==> config.mk <==
export PLATFORM = sky130hd
export DESIGN_NAME = mips_core
export DESIGN_NICKNAME = d
export VERILOG_FILES = /design/src/rtl/mips_core_pkg.sv /design/src/rtl/mips_alu.sv /design/src/rtl/mips_core.sv
export SDC_FILE = /design/constraint.sdc
export NUM_CORES = 2
export LEC_CHECK = 0
export BUFFER_PORTS_ARGS = -buffer_cell sky130_fd_sc_hd__buf_2
export CORE_ASPECT_RATIO = 0.75
export CORE_MARGIN = 2
export CORE_UTILIZATION = 63
export CTS_CLUSTER_SIZE = 24
export DETAILED_ROUTE_END_ITERATION = 10
export GPL_TIMING_DRIVEN = 1
export PLACE_DENSITY_LB_ADDON = 0.08
export SYNTH_ARGS = -nofsm -noshare
export SYNTH_HDL_FRONTEND = slang
export SYNTH_SLANG_ARGS = --single-unit
==> constraint.sdc <==
create_clock -name clock -period 61.2 [get_ports clock]
set_clock_uncertainty 0.2 [all_clocks]
set_input_delay 3.06 -clock clock [delete_from_list [all_inputs] [get_ports clock]]
set_output_delay 3.06 -clock clock [all_outputs]
set_load 0.05 [all_outputs]
==> src/rtl/mips_core_pkg.sv <==
// mips_core_pkg: shared decode constants and ALU operation encoding for the
// single-cycle MIPS core.
//   - OP_* / FN_*  : opcode and R-type funct field values
//   - alu_op_t     : operation selector handed from decode to mips_alu
//   - REG_COUNT    : architectural register count
//   - is_imm_op()  : recognises the I-type opcodes the core may execute
package mips_core_pkg;

  localparam int REG_COUNT = 32;

  localparam logic [5:0] OP_RTYPE = 6'h00;
  localparam logic [5:0] OP_ADDI  = 6'h08;
  localparam logic [5:0] OP_SLTI  = 6'h0A;
  localparam logic [5:0] OP_ANDI  = 6'h0C;
  localparam logic [5:0] OP_ORI   = 6'h0D;

  localparam logic [5:0] FN_SLL  = 6'h00;
  localparam logic [5:0] FN_SRL  = 6'h02;
  localparam logic [5:0] FN_SRA  = 6'h03;
  localparam logic [5:0] FN_ADD  = 6'h20;
  localparam logic [5:0] FN_ADDU = 6'h21;
  localparam logic [5:0] FN_SUB  = 6'h22;
  localparam logic [5:0] FN_SUBU = 6'h23;
  localparam logic [5:0] FN_AND  = 6'h24;
  localparam logic [5:0] FN_OR   = 6'h25;
  localparam logic [5:0] FN_XOR  = 6'h26;
  localparam logic [5:0] FN_NOR  = 6'h27;
  localparam logic [5:0] FN_SLT  = 6'h2A;
  localparam logic [5:0] FN_SLTU = 6'h2B;

  typedef enum logic [3:0] {
    ALU_ADD,
    ALU_SUB,
    ALU_AND,
    ALU_OR,
    ALU_XOR,
    ALU_NOR,
    ALU_SLT,
    ALU_SLTU,
    ALU_SLL,
    ALU_SRL,
    ALU_SRA
  } alu_op_t;

  function automatic logic is_imm_op(input logic [5:0] opcode);
    return (opcode == OP_ADDI) || (opcode == OP_SLTI) ||
           (opcode == OP_ANDI) || (opcode == OP_ORI);
  endfunction

endpackage

==> src/rtl/mips_alu.sv <==
// mips_alu: purely combinational ALU for the single-cycle MIPS core.
// Ports:
//   a, b      : operands (shifts operate on b)
//   shamt     : shift amount for SLL/SRL/SRA
//   alu_op    : operation select (alu_op_t)
//   result    : wrapped result
//   overflow  : signed overflow of ALU_ADD / ALU_SUB; the caller decides
//               whether the instruction actually traps on it (add vs addu)
module mips_alu
  import mips_core_pkg::*;
#(
  parameter int XLEN = 32
) (
  input  logic [XLEN-1:0] a,
  input  logic [XLEN-1:0] b,
  input  logic [4:0]      shamt,
  input  alu_op_t         alu_op,
  output logic [XLEN-1:0] result,
  output logic            overflow
);

  logic signed [XLEN-1:0] a_s;
  logic signed [XLEN-1:0] b_s;
  logic        [XLEN-1:0] sum;
  logic        [XLEN-1:0] diff;

  assign a_s  = a;
  assign b_s  = b;
  assign sum  = a + b;
  assign diff = a - b;

  always_comb begin
    result   = '0;
    overflow = 1'b0;
    case (alu_op)
      ALU_ADD: begin
        result   = sum;
        // Operands share a sign but the sum does not.
        overflow = (a[XLEN-1] == b[XLEN-1]) && (sum[XLEN-1] != a[XLEN-1]);
      end
      ALU_SUB: begin
        result   = diff;
        // Operands differ in sign and the difference flips away from a.
        overflow = (a[XLEN-1] != b[XLEN-1]) && (diff[XLEN-1] != a[XLEN-1]);
      end
      ALU_AND:  result = a & b;
      ALU_OR:   result = a | b;
      ALU_XOR:  result = a ^ b;
      ALU_NOR:  result = ~(a | b);
      ALU_SLT:  result = {{(XLEN-1){1'b0}}, (a_s < b_s)};
      ALU_SLTU: result = {{(XLEN-1){1'b0}}, (a < b)};
      ALU_SLL:  result = b << shamt;
      ALU_SRL:  result = b >> shamt;
      ALU_SRA:  result = b_s >>> shamt;
      default:  result = '0;
    endcase
  end

endmodule

==> src/rtl/mips_core.sv <==
// mips_core: single-cycle MIPS R-type core. Each clock with imem_we low
// fetches imem[pc], decodes, executes through mips_alu and writes back at the
// same edge; pc then advances by 4 and wraps at IMEM_DEPTH*4 bytes.
// Optional build macro: MIPS_CORE_IMM_EN adds addi/slti/andi/ori (write rt);
// without it those opcodes retire as NOPs.
// Ports:
//   clock, reset          : rising-edge clock, async active-high reset
//   imem_we/waddr/wdata   : program load port; core holds while imem_we=1
//   pc                    : current program counter (byte address)
//   alu_result            : registered result of the last executed instruction
//   wb_valid / wb_addr    : last instruction wrote the register file / last
//                           register written
//   overflow              : last instruction was add/sub(/addi) and overflowed
//   zero                  : alu_result == 0
module mips_core
  import mips_core_pkg::*;
#(
  parameter int IMEM_DEPTH = 32,
  parameter int XLEN       = 32
) (
  input  logic            clock,
  input  logic            reset,
  input  logic            imem_we,
  input  logic [4:0]      imem_waddr,
  input  logic [31:0]     imem_wdata,
  output logic [31:0]     pc,
  output logic [XLEN-1:0] alu_result,
  output logic            wb_valid,
  output logic [4:0]      wb_addr,
  output logic            overflow,
  output logic            zero
);

  localparam int          AW      = $clog2(IMEM_DEPTH);
  localparam logic [31:0] PC_WRAP = 32'(IMEM_DEPTH * 4);

  logic [31:0]     imem [IMEM_DEPTH];
  logic [XLEN-1:0] rf_q [REG_COUNT];

  logic [31:0]     pc_q, pc_d, pc_inc;
  logic [XLEN-1:0] result_q, result_d;
  logic            wb_valid_q, wb_en;
  logic [4:0]      wb_addr_q, wb_addr_d;
  logic            ovf_q, ovf_d;
  logic            zero_q, zero_d;

  logic [31:0] instr;
  logic [5:0]  opcode, funct;
  logic [4:0]  rs, rt, rd, shamt;

  logic            valid, chk_ovf, use_imm;
  alu_op_t         alu_op;
  logic [4:0]      dst;
  logic [XLEN-1:0] imm_ext;
  logic [XLEN-1:0] rs_val, rt_val, b_op;
  logic [XLEN-1:0] alu_res;
  logic            alu_ovf;

  // Program memory is deliberately outside the reset domain so a reset
  // restarts the loaded program rather than erasing it.
  always_ff @(posedge clock) begin
    if (imem_we) imem[AW'(imem_waddr)] <= imem_wdata;
  end

  assign instr  = imem[pc_q[AW+1:2]];
  assign opcode = instr[31:26];
  assign rs     = instr[25:21];
  assign rt     = instr[20:16];
  assign rd     = instr[15:11];
  assign shamt  = instr[10:6];
  assign funct  = instr[5:0];

  always_comb begin
    valid   = 1'b0;
    chk_ovf = 1'b0;
    use_imm = 1'b0;
    alu_op  = ALU_ADD;
    dst     = rd;
    imm_ext = '0;
    if (opcode == OP_RTYPE) begin
      valid = 1'b1;
      case (funct)
        FN_ADD:  begin alu_op = ALU_ADD; chk_ovf = 1'b1; end
        FN_ADDU: alu_op = ALU_ADD;
        FN_SUB:  begin alu_op = ALU_SUB; chk_ovf = 1'b1; end
        FN_SUBU: alu_op = ALU_SUB;
        FN_AND:  alu_op = ALU_AND;
        FN_OR:   alu_op = ALU_OR;
        FN_XOR:  alu_op = ALU_XOR;
        FN_NOR:  alu_op = ALU_NOR;
        FN_SLT:  alu_op = ALU_SLT;
        FN_SLTU: alu_op = ALU_SLTU;
        FN_SLL:  alu_op = ALU_SLL;
        FN_SRL:  alu_op = ALU_SRL;
        FN_SRA:  alu_op = ALU_SRA;
        default: valid = 1'b0;
      endcase
    end else if (is_imm_op(opcode)) begin
      dst = rt;
`ifdef MIPS_CORE_IMM_EN
      valid   = 1'b1;
      use_imm = 1'b1;
      case (opcode)
        OP_ADDI: begin
          alu_op  = ALU_ADD;
          chk_ovf = 1'b1;
          imm_ext = {{(XLEN-16){instr[15]}}, instr[15:0]};
        end
        OP_SLTI: begin
          alu_op  = ALU_SLT;
          imm_ext = {{(XLEN-16){instr[15]}}, instr[15:0]};
        end
        OP_ANDI: begin
          alu_op  = ALU_AND;
          imm_ext = {{(XLEN-16){1'b0}}, instr[15:0]};
        end
        default: begin
          alu_op  = ALU_OR;
          imm_ext = {{(XLEN-16){1'b0}}, instr[15:0]};
        end
      endcase
`else
      valid = 1'b0;
`endif
    end
  end

  // r0 is hardwired to zero on the read side.
  assign rs_val = (rs == 5'd0) ? '0 : rf_q[rs];
  assign rt_val = (rt == 5'd0) ? '0 : rf_q[rt];
  assign b_op   = use_imm ? imm_ext : rt_val;

  mips_alu #(.XLEN(XLEN)) u_alu (
    .a        (rs_val),
    .b        (b_op),
    .shamt    (shamt),
    .alu_op   (alu_op),
    .result   (alu_res),
    .overflow (alu_ovf)
  );

  always_comb begin
    pc_inc    = pc_q + 32'd4;
    pc_d      = (pc_inc >= PC_WRAP) ? '0 : pc_inc;
    ovf_d     = valid && chk_ovf && alu_ovf;
    result_d  = valid ? alu_res : '0;
    // An overflowing add/sub still reports the wrapped sum but never commits.
    wb_en     = valid && !ovf_d && (dst != 5'd0);
    wb_addr_d = wb_en ? dst : wb_addr_q;
    zero_d    = (result_d == '0);
  end

  always_ff @(posedge clock or posedge reset) begin
    if (reset) begin
      pc_q       <= '0;
      result_q   <= '0;
      wb_valid_q <= 1'b0;
      wb_addr_q  <= '0;
      ovf_q      <= 1'b0;
      zero_q     <= 1'b1;
      for (int i = 0; i < REG_COUNT; i++) rf_q[i] <= XLEN'(i);
    end else if (!imem_we) begin
      pc_q       <= pc_d;
      result_q   <= result_d;
      wb_valid_q <= wb_en;
      wb_addr_q  <= wb_addr_d;
      ovf_q      <= ovf_d;
      zero_q     <= zero_d;
      if (wb_en) rf_q[dst] <= result_d;
    end
  end

  assign pc         = pc_q;
  assign alu_result = result_q;
  assign wb_valid   = wb_valid_q;
  assign wb_addr    = wb_addr_q;
  assign overflow   = ovf_q;
  assign zero       = zero_q;

endmodule

==> flow_summary.ini <==
[setup_path]
critical_path_arrival_ns = 15.69
worst_path_max_delay_cell = nor3_4
end_kind = flip-flop
slowest_delay_ns = 1.26
path_class = reg2reg
path_max_fanout = 139
start_kind = flip-flop
crit_path_frequent_cell = buf_4
critPathRequiredTime_ns = 61.69

[clock_network]
root_buffer = clkbuf_16
clkSlewWorstSetupHoldPaths_ns = 0.07
holdBufCountCts = 0
cts.htree.levels = 4
cts_setup_buffers = 0
cts_resized = 0
clock_latency_ns = 0.90
cts.sinks = 2118
clock_path_buffers = 3
cts_tree = built
cts_buffers = 197

[route]
dr.pass1.iters = 11
drcViolationCount = 0
dr.first_iter.drc_count = 15100
viasPerCell = 7.48
ant_nets = 0
wl_mm = 411
vias = 85500
wl_per_cell_um = 36.0

[grt]
grt_pass1_wl_mm = 584
first_global_vias = 81000
gr-total-overflow = 0
grt_max_degree = 185
grt_usage = 0.457
grt_antenna_before_repair = 34

[sta]
maxSlewViolCount = 16
timing.final.crit_period_ns = 15.21
finalSetupTns_ns = 0
setup_viol = 0
grt_setup_unrepaired = false
post-route-period-util = 0.249
finalHoldViolCount = 0
fmax_mhz = 65.7
slew_headroom = -0.0424
worst_pin_slew_ns = 1.55

[floorplanning]
die-area_um2 = 178000
die_w_um = 486
num_rows = 132
io_pins = 112
core_um2 = 173000
die_height_um = 366
start_util = 0.635

[synth]
netlist_area_um2 = 110000
syn_avg_cell_area_um2 = 11.9
synth_cell_types = 117
synthTopCellsByArea = edfxtp_1 28%, dfrtp_1 23%, mux2_2 8.7%
netlist.area_leader.share = 0.280
async_reset_ff_frac = 0.517
synth_seq_cells = 2118
syn_inst = 9203
synth_warnings = 0
synth_top_area_cell = edfxtp_1
ys_seq_area_frac = 0.530
synth-edff-count = 1024
ys.flop_type = edfxtp_1

[place]
dp.final_hpwl_mm = 256
port_buffers = 109
finalWeightedCongestion = 1.07
dpl_cell_area_um2 = 112000
placed_cells = 11000

[layout]
layout_common_cells = 1595 x nand2_1, 1024 x edfxtp_1, 1008 x dfrtp_1
fin_nets = 9107
drive_above_1_share = 0.232
final_common_cell = nand2_1
area_growth_pct = 8.11
stdcell_area_um2 = 119000
stdcell_count = 11400

[run_status]
outcome = finished, violations left
violations = max-capacitance violations, max-slew violations

[min_path]
hp-class = reg2reg

[job]
cap_violations = 2
## path summary, 6_finish.rpt
check,slack (ns),start,depth (start not counted),endpoint
worst max-delay path,45.99,pc[3],34,rf_q[9]
worst min-delay path,0.18,rf_q[1017],0,rf_q[1017]
worst max register to register,45.99,pc[3],34,rf_q[9]
worst min register to register,0.18,rf_q[1017],0,rf_q[1017]
max in group asynchronous,53.46,reset,7,rf_q[535]
min in group asynchronous,2.21,reset,2,rf_q[526]
## worst max-delay path: cells and delay by family (launching register included)
family	cells	cell delay [ns]
adder cells (fa/ha/maj)	1	0.58
buffers and inverters	6	3.68
AO/OA/AOI/OAI	15	4.42
multiplexers	3	1.34
AND/OR/NAND/NOR	9	3.58
flip-flops	1	0.84
## per-layer routing
layer | global-route usage | up-vias | wire [um]
met1 | 0.637 | 42600 | 154000
li1 | - | 33900 | -
met4 | 0.209 | 40 | 22300
met5 | 0.00429 | - | 360
met2 | 0.631 | 7417 | 169000
met3 | 0.181 | 1432 | 66100
## synthesized netlist by cell type (199+ instances only)
cell type,count
mux2_2,848
nor2_1,322
nand3_1,237
clkbuf_1,461
edfxtp_1,1024
dfrtp_1,1013
and3_1,207
o21ai_0,266
mux2i_1,389
mux4_2,321
a21oi_1,199
nand2_1,1602
## per-stage QoR
stage / setup WS (ns) / hold slack [ns] / util
floorplan: 27.27 / 0.229 / -
CTS: 46.44 / 0.186 / 0.687
global placement: 46.65 / 0.169 / 0.648
global route: 45.65 / 0.192 / 0.687
finish: 45.99 / 0.185 / 0.687
detailed placement: 46.74 / 0.170 / 0.648
## state kept, by name (all words and copies together), names as in the netlist
| signal | flops |
|---|---|
| alu_result | 32 |
| overflow | 1 |
| imem | 1024 |
| wb_addr | 5 |
| pc | 30 |
| rf_q | 1024 |
| zero | 1 |
| wb_valid | 1 |
## cell families (layout without fill, tap and decap cells)
| family | after synthesis | in the layout | share of synthesized area |
|---|---|---|---|
| flops | 2118 | 2118 | 0.530 |
| fa+ha+maj | 107 | 107 | 0.0123 |
| other cells | 1 | 14 | 0.0000341 |
| xor+xnor | 3 | 3 | 0.000239 |
| buf+inv | 969 | 895 | 0.0413 |
| mux | 1682 | 1682 | 0.201 |
| simple gates | 2755 | 2755 | 0.112 |
| compound gates | 1568 | 1568 | 0.103 |
## area by class of cell
cell class,instances,area [um^2]
flip-flops and latches,2118,58200
clock inverters,95,1210
fillers,12000,54200
diodes,12,30.0
clock buffers,274,5530
repair buffers,362,2570
multi-input cells,6117,47700
inverters,164,623
well taps,2278,2850
Power is not shown: default switching activity piles up to over one toggle a cycle in this logic, so the estimate is an artifact.
